## src/rtl/inst_fetch_unit_pkg.sv

```systemverilog
// Shared widths, field positions and opcode encodings for the fetch front end.
// Everything that decodes an instruction word imports these instead of hard-coding them.
package inst_fetch_unit_pkg;

    localparam int W_PC     = 12;
    localparam int W_INST   = 32;
    localparam int RESET_PC = 0;

    // Opcode field of an instruction word.
    localparam int OPC_MSB = 31;
    localparam int OPC_LSB = 27;
    localparam int W_OPC   = OPC_MSB - OPC_LSB + 1;

    typedef enum logic [W_OPC-1:0] {
        OPC_ALU  = 5'b00000,
        OPC_J    = 5'b00001,
        OPC_BNE  = 5'b00010,
        OPC_JAL  = 5'b00011,
        OPC_JR   = 5'b00100,
        OPC_ADDI = 5'b00101,
        OPC_BLT  = 5'b00110,
        OPC_SW   = 5'b00111,
        OPC_LW   = 5'b01000,
        OPC_SETX = 5'b10101,
        OPC_BEX  = 5'b10110
    } opcode_e;

endpackage

```

## src/rtl/inst_fetch_unit_skid_fifo.sv

```systemverilog
// Two-entry {inst, pc} skid FIFO that catches ROM responses while decode is stalled.
// Entry 0 is always the head, so the head output needs no read pointer.
module fetch_skid_fifo #(
    parameter int W = 44
) (
    input  logic         clock,
    input  logic         reset_n,
    input  logic         push,
    input  logic         pop,
    input  logic         flush,
    input  logic [W-1:0] din,
    output logic [W-1:0] head,
    output logic [1:0]   count
);

    logic [W-1:0] mem0;
    logic [W-1:0] mem1;

    always_ff @(posedge clock or negedge reset_n) begin
        if (!reset_n) begin
            count <= 2'd0;
            mem0  <= '0;
            mem1  <= '0;
        end else if (flush) begin
            count <= 2'd0;
        end else begin
            case ({push, pop})
                2'b10: begin
                    if (count == 2'd0) mem0 <= din;
                    else               mem1 <= din;
                    count <= count + 2'd1;
                end
                2'b01: begin
                    mem0  <= mem1;
                    count <= count - 2'd1;
                end
                // Push and pop together: shift the tail forward, occupancy unchanged.
                2'b11: begin
                    if (count == 2'd2) begin
                        mem0 <= mem1;
                        mem1 <= din;
                    end else begin
                        mem0 <= din;
                    end
                end
                default: ;
            endcase
        end
    end

    assign head = mem0;

endmodule

```

## src/rtl/inst_fetch_unit.sv

```systemverilog
// Instruction fetch front end: PC, ROM request issue, skid buffering and redirect squash.
// A response bypasses the FIFO straight to decode when the FIFO is empty.
module inst_fetch_unit
    import inst_fetch_unit_pkg::*;
#(
    parameter int W_PC     = inst_fetch_unit_pkg::W_PC,
    parameter int W_INST   = inst_fetch_unit_pkg::W_INST,
    parameter int RESET_PC = inst_fetch_unit_pkg::RESET_PC
) (
    input  logic              clock,
    input  logic              reset_n,
    output logic [W_PC-1:0]   imem_addr,
    output logic              imem_en,
    input  logic [W_INST-1:0] imem_q,
    input  logic              redirect_valid,
    input  logic [W_PC-1:0]   redirect_pc,
    output logic              inst_valid,
    input  logic              inst_ready,
    output logic [W_INST-1:0] inst,
    output logic [W_PC-1:0]   inst_pc,
    output logic [W_OPC-1:0]  inst_opcode
);

    localparam int W_E = W_INST + W_PC;

    logic [W_PC-1:0] fetch_pc;
    logic [W_PC-1:0] infl_pc_q;
    logic            infl_q;
    logic [1:0]      count;
    logic [W_E-1:0]  fifo_head;
    logic            pop;
    logic            issue;
    logic            push;
    logic            fifo_pop;
    logic            fifo_empty;
    logic [2:0]      occ;

    assign imem_addr  = redirect_valid ? redirect_pc : fetch_pc;
    assign fifo_empty = (count == 2'd0);
    assign inst_valid = (!fifo_empty || infl_q) && !redirect_valid;
    assign pop        = inst_valid && inst_ready;

    // Words held after this cycle, ignoring the request we might issue now.
    assign occ   = {1'b0, count} + {2'b00, infl_q} - {2'b00, pop};
    assign issue = redirect_valid || (occ <= 3'd1);
    // No request leaves while reset is held, even though issue is already high.
    assign imem_en = issue && reset_n;

    // A response is squashed on redirect and skips the FIFO when decode takes it via bypass.
    assign push     = infl_q && !redirect_valid && !(fifo_empty && pop);
    assign fifo_pop = pop && !fifo_empty;

    assign {inst, inst_pc} = fifo_empty ? {imem_q, infl_pc_q} : fifo_head;
    assign inst_opcode     = inst[OPC_MSB:OPC_LSB];

    always_ff @(posedge clock or negedge reset_n) begin
        if (!reset_n) begin
            fetch_pc  <= W_PC'(RESET_PC);
            infl_q    <= 1'b0;
            infl_pc_q <= '0;
        end else begin
            infl_q    <= issue;
            infl_pc_q <= imem_addr;
            if (issue) fetch_pc <= imem_addr + W_PC'(1);
        end
    end

    fetch_skid_fifo #(.W(W_E)) u_skid (
        .clock   (clock),
        .reset_n (reset_n),
        .push    (push),
        .pop     (fifo_pop),
        .flush   (redirect_valid),
        .din     ({imem_q, infl_pc_q}),
        .head    (fifo_head),
        .count   (count)
    );

endmodule

```

## config.mk

```make
export PLATFORM = sky130hd
export DESIGN_NAME = inst_fetch_unit
export DESIGN_NICKNAME = d
export VERILOG_FILES = /design/src/rtl/inst_fetch_unit_pkg.sv /design/src/rtl/inst_fetch_unit_skid_fifo.sv /design/src/rtl/inst_fetch_unit.sv
export SDC_FILE = /design/constraint.sdc
export NUM_CORES = 1
export LEC_CHECK = 0
export CAP_MARGIN = 15
export CORE_ASPECT_RATIO = 0.6
export CORE_MARGIN = 10
export CORE_UTILIZATION = 31
export CTS_CLUSTER_DIAMETER = 50
export DETAILED_ROUTE_END_ITERATION = 7
export PLACE_DENSITY_LB_ADDON = 0.08
export SETUP_SLACK_MARGIN = 0.2
export SLEW_MARGIN = 20
export SYNTH_ARGS = -nofsm -noshare
export SYNTH_HDL_FRONTEND = slang
export SYNTH_SLANG_ARGS = --single-unit
```

## constraint.sdc

```tcl
create_clock -name clock -period 3.35 [get_ports clock]
set_input_delay 0.67 -clock clock [delete_from_list [all_inputs] [get_ports clock]]
set_output_delay 0.67 -clock clock [all_outputs]
set_load 0.05 [all_outputs]
```

# Yosys cells after proc, flatten, opt, wreduce, memory -nomap -nowiden
# Index checks and enable logic that the tools add are counted.
[op_classes]
n_addsub = 5
magnitude_cmp = 1
eq_ne = 6
muxes = 9
bitwise_logic = 1
n_reduce_logical = 18
[op_table]
columns = ["operator", "count"]
rows = [
  ["$mux W44", 4],
  ["$pmux W44 S3", 1],
  ["$pmux W44 S2", 1],
  ["$add A12 B1 Y12 const B", 1],
  ["$mux W12", 1],
  ["$logic_and A1 B1 Y1", 7],
  ["$eq A2 B2 Y1 const B", 3],
  ["$reduce_bool A3 Y1", 2],
  ["$pmux W2 S2", 1],
  ["$reduce_and A4 Y1", 1],
  ["$add A2 B1 Y3", 1],
  ["$le A3 B1 Y1 const B", 1],
  ["$logic_not A1 Y1", 3],
  ["$sub A3 B1 Y3", 1],
  ["$add A2 B1 Y2 const B", 1],
  ["$eq A2 B1 Y1 const B", 1],
  ["$logic_not A2 Y1", 1],
  ["$logic_or A1 B1 Y1", 2],
  ["$mux W2", 1],
  ["$ne A2 B1 Y1 const B", 1],
  ["$ne A2 B2 Y1 const B", 1],
  ["$reduce_and A2 Y1", 1],
  ["$reduce_bool A2 Y1", 1],
  ["$sub A2 B1 Y2 const B", 1],
  ["$not A1 Y1", 1],
]
[totals]
ff_bits = 115
inputBits = 48
word_cells = 46

# Longest topological paths before layout
[depth]
depth_word = 11
depth_mapped = 14
mapped_depth_nobuf = 11

# Cells and area by module
# Synthesis repeated with hierarchy kept, for this count alone.
[unflattened]
cells_unflattened = 474
area_unflattened_um2 = 5798.1
[modules_own_cells]
columns = ["module", "instances", "cells_each", "area_each_um2", "seq_area_each_um2"]
rows = [
  ["fetch_skid_fifo", 1, 299, 3842.4, 2252.2],
  ["inst_fetch_unit", 1, 175, 1955.6, 625.6],
]

# Worst setup path before layout
# OpenSTA, ideal clock, no wires.
[synth_path]
path_type = "input to output"
from = "in redirect_valid"
to = "out imem_en"
arrival_ns = 2.887
t_required_ns = 2.680
setup_slack_ns = -0.207
stages = 12
n_path_buf = 3
path_cell_list = "buf_6 buf_6 buf_2 nor3_1 ha_1 inv_1 ha_1 fa_1 xnor2_1 o21a_1 inv_1 and2_1"
[synth_between]
elab_chain_cells = 7
[synth_lines]
columns = ["item", "line", "source"]
rows = [
  ["start: declaration", "inst_fetch_unit.sv:15", "input logic redirect_valid,"],
  ["$logic_not A1 Y1", "inst_fetch_unit.sv:40", "assign inst_valid = (!fifo_empty || infl_q) && !redirect_valid;"],
  ["$logic_and A1 B1 Y1", "inst_fetch_unit.sv:40", ""],
  ["$logic_and A1 B1 Y1", "inst_fetch_unit.sv:41", "assign pop = inst_valid && inst_ready;"],
  ["$sub A3 B1 Y3", "inst_fetch_unit.sv:44", "assign occ = {1'b0, count} + {2'b00, infl_q} - {2'b00, pop};"],
  ["$le A3 B1 Y1", "inst_fetch_unit.sv:45", "assign issue = redirect_valid || (occ <= 3'd1);"],
  ["$logic_or A1 B1 Y1 (*)", "inst_fetch_unit.sv:45", ""],
  ["$logic_and A1 B1 Y1 (*)", "inst_fetch_unit.sv:47", "assign imem_en = issue && reset_n;"],
  ["end: declaration", "inst_fetch_unit.sv:13", "output logic imem_en,"],
]
# Mark *: on every way between the ends. The rest lies on a longest branch, timed or not.

# Worst setup path after layout
[layout_path]
from = "reg u_skid.count[0]"
to = "out imem_en"
[layout_between]
elab_chain_cells = 9
word_cells_on_any_way = 10
[layout_lines]
columns = ["item", "line", "source"]
rows = [
  ["start: declaration", "inst_fetch_unit_skid_fifo.sv:13", "output logic [1:0] count"],
  ["start signal: assignment", "inst_fetch_unit_skid_fifo.sv:31", "count <= count + 2'd1;"],
  ["start signal: assignment", "inst_fetch_unit_skid_fifo.sv:35", "count <= count - 2'd1;"],
  ["$logic_not A2 Y1", "inst_fetch_unit.sv:39", "assign fifo_empty = (count == 2'd0);"],
  ["$logic_not A1 Y1", "inst_fetch_unit.sv:40", ""],
  ["$logic_or A1 B1 Y1", "inst_fetch_unit.sv:40", ""],
  ["$logic_and A1 B1 Y1", "inst_fetch_unit.sv:40", ""],
  ["$logic_and A1 B1 Y1", "inst_fetch_unit.sv:41", ""],
  ["$sub A3 B1 Y3 (*)", "inst_fetch_unit.sv:44", ""],
  ["$le A3 B1 Y1 (*)", "inst_fetch_unit.sv:45", ""],
  ["$logic_or A1 B1 Y1 (*)", "inst_fetch_unit.sv:45", ""],
  ["$logic_and A1 B1 Y1 (*)", "inst_fetch_unit.sv:47", ""],
]
# Marks and branches as above.

==> impl_results.md <==
* Outcome: finished clean
* Worst R2R Setup Slack at 0.95 ns
* Crit path largest cell delay at 0.52 ns
* Die ar. at 23700 sq um
* Clock Latency Late Sink at 0.41 ns
* Switching Share at 39.1%
* CTS Buf Count at 17
* Ys async rst share at 100%
* Reg2Reg Depth at 10
* H-Tree Depth at 4
* Gpl congestion at 0.731
* Final Cycle Share at 97.4%
* TritonCTS clock tree: yes
* # fillers at 1515
* Max Fclk at 0.306 GHz
* Setup TNS at 0 ns
* Starting density of the core at 31.9%
* Worst-Margin Slew at 0.950 ns
* CP startpoint kind: flop
* P_sw at 3.52 mW
* Vias in the first global route at 4422
* Slew Limit Headroom at 36.6%
* CTS sink count at 115
* DIE HEIGHT at 123 microns
* Max_cap viols at 0
* Setup Viol. Count Final at 0
* Gr usage total at 13.5%
* Pin count of the biggest net entering global routing at 64
* Post-DRT Antenna Nets at 0
* Synth Area per Inst at 12.6 sq um
* Sequential area share after synthesis at 52.2%
* Leading area contributor after synthesis: dfrtp_1
* HPWL after DPL at 10100 microns
* Ys flop type: dfrtp_1
* Top-count cell post-synth: dfrtp_1
* LEAKAGE at 3.34 nW
* Reg-to-Reg End: fetch_pc[9]
* Slowest cell on the critical path: fa_2
* Reg-to-Reg Start: u_skid.count[0]
* Min Tclk post-route at 3.26 ns
* Via count at 3996
* Syn nets at 488
* Fin util at 47.0%
* Final Hold Vio Count at 0
* Nets at 596
* Hold_ws at 0.0574 ns
* Worst path required time at 2.68 ns
* Max Transition Viols Final at 0
* Cell area after synthesis at 5510 sq um
* Die width at 192 microns
* Max Buffers Root-to-Sink at 2
* Peak supply drop at 0.519 mV
* Max FO, Critical Path at 2
* CP delay by family, top: adder cells
* Core Rows at 37
* Crit path arrival time at 2.59 ns
* Worst-path clk slew at 0.05 ns
* Pwr Density at 1110 nW/um^2
* Crit-path cells: nor3_4 -> nor3_2 -> ha_1 -> inv_1 -> ha_2 -> fa_2 -> o21a_1 -> inv_2 -> and2_4 -> buf_12
* Critical path depth at 10
* Core ar. at 17300 sq um
* First-pass GRT wire length at 25400 microns
* Hold Crit Class: in -> async
* Crit path buf inv count at 3
* Clock Skew at 0.00488 ns
* Share of cells above drive strength 1 at 40.9%
* Design Power at 8.99 mW
* First-pass detailed-route iteration total at 4
* Top cells by count, synth: dfrtp_1 (115), mux2_2 (94), a2bb2oi_1 (44), o22ai_1 (44), buf_2 (23)
* IO buf count at 110
* Synthesis warning total at 0
* Synth cell types at 47
* Syn-to-layout area delta at 47.4%
* #FFs+latches synth at 115
* Logic pwr share at 53.5%
* WS Path Type: reg -> out
* Final WS setup at 0.0867 ns
* Pre-CTS WS at -0.182 ns
* Initial antenna violation count at 0
* Post-CTS setup buffer count at 0
* EDFF count, synth at 0
* Synth top area share at 52.2%
* RSZ-0062 raised after global routing: yes
* WL/cell at 19.6 microns
* Clock network power share at 19.5%
* Synth Instances at 436
* Via density at 5.05
* Initial detailed-routing violation count at 218
* Part of the power in registers at 27.0%
* Drt drc at 0
* Io pins at 111
* Remaining global-route overflow at 0
* ANT cells at 0
* CTS root buffer: clkbuf_16
* Internal at 5.47 mW
* Synth top area cells: dfrtp_1 (52%), mux2_2 (19%), a2bb2oi_1 (7.0%)
* Final wirelength at 15500 microns
* Endpoint class of the critical path: output port
-- stage by stage --
stage                     instances  cell area [sq um]
after floorplan                 436               5530
after global placement          759               7540
after detailed placement        759               7540
after CTS                       791               8110
after global routing            791               8120
final                           791               8120
-- repair_timing --
| item | in CTS | in global routing |
|---|---|---|
| hold buffers | 0 | 0 |
| setup endpoints to repair | 1 | 1 |
| pin swaps | 2 | 1 |
| resized for setup | 3 | 3 |
| gates cloned | 0 | 0 |
-- cell families after synthesis --
kind of cell	synth area share (%)
DFF	52.2
adders and majority gates	1.05
xor gates and xnor gates	1.11
muxes	20.4
and+or+nand+nor	4.68
AOI/OAI and AO/OA	16.2
buffers and inverters	4.34
-- routing by layer --
| layer | global-route usage, % | vias up | wire length (microns) |
|---|---|---|---|
| met5 | 0 | - | 0 |
| met2 | 20.8 | 85 | 7040 |
| met4 | 3.91 | 0 | 154 |
| li1 | - | 1865 | - |
| met1 | 17.9 | 2032 | 7440 |
| met3 | 4.11 | 14 | 894 |
-- worst max-delay path by stage --
stage | start | endpoint
6_report | u_skid.count[0] | imem_en
4_1_cts | u_skid.count[0] | imem_en
2_1_floorplan | redirect_valid | imem_en
5_1_grt | u_skid.count[0] | imem_en
3_5_place_dp | inst_ready | imem_en
3_3_place_gp | inst_ready | imem_en
-- registers in the layout, indices dropped and copies added (netlist names) --
name / count
fetch_pc: 12
infl_pc_q: 12
infl_q: 1
u_skid.count: 2
u_skid.head: 44
u_skid.mem1: 44
-- cell usage in the layout (no fill, tap or decap), types with 9 or more instances in the layout --
cell type / n
mux2_2: 94
buf_4: 15
buf_12: 66
nor2_1: 9
clkbuf_16: 17
a2bb2oi_1: 44
o22ai_1: 44
nand2_1: 13
dfrtp_1: 115
clkdlybuf4s50_1: 44
-- power groups by stage --
stage,combinational (mW),sequential (mW),clock (mW)
final,4.81,2.43,1.75
after global routing,5.08,2.51,1.86
after CTS,4.87,2.42,1.79
after detailed placement,4.86,2.43,0
after global placement,4.81,2.41,0
after floorplan,2.84,2.31,0
-- cell type report --
type	instances	area, sq um	area share (%)
Sequential cell	115	2880	35.4
Timing Repair Buffer	127	1890	23.3
Multi-Input combinational cell	274	2450	30.2
Inverter	9	33.8	0.416
Clock buffer	18	429	5.29
Tap cell	234	293	3.61
Clock inverter	14	140	1.73
No activity file was read; power rests on OpenSTA's default activity.
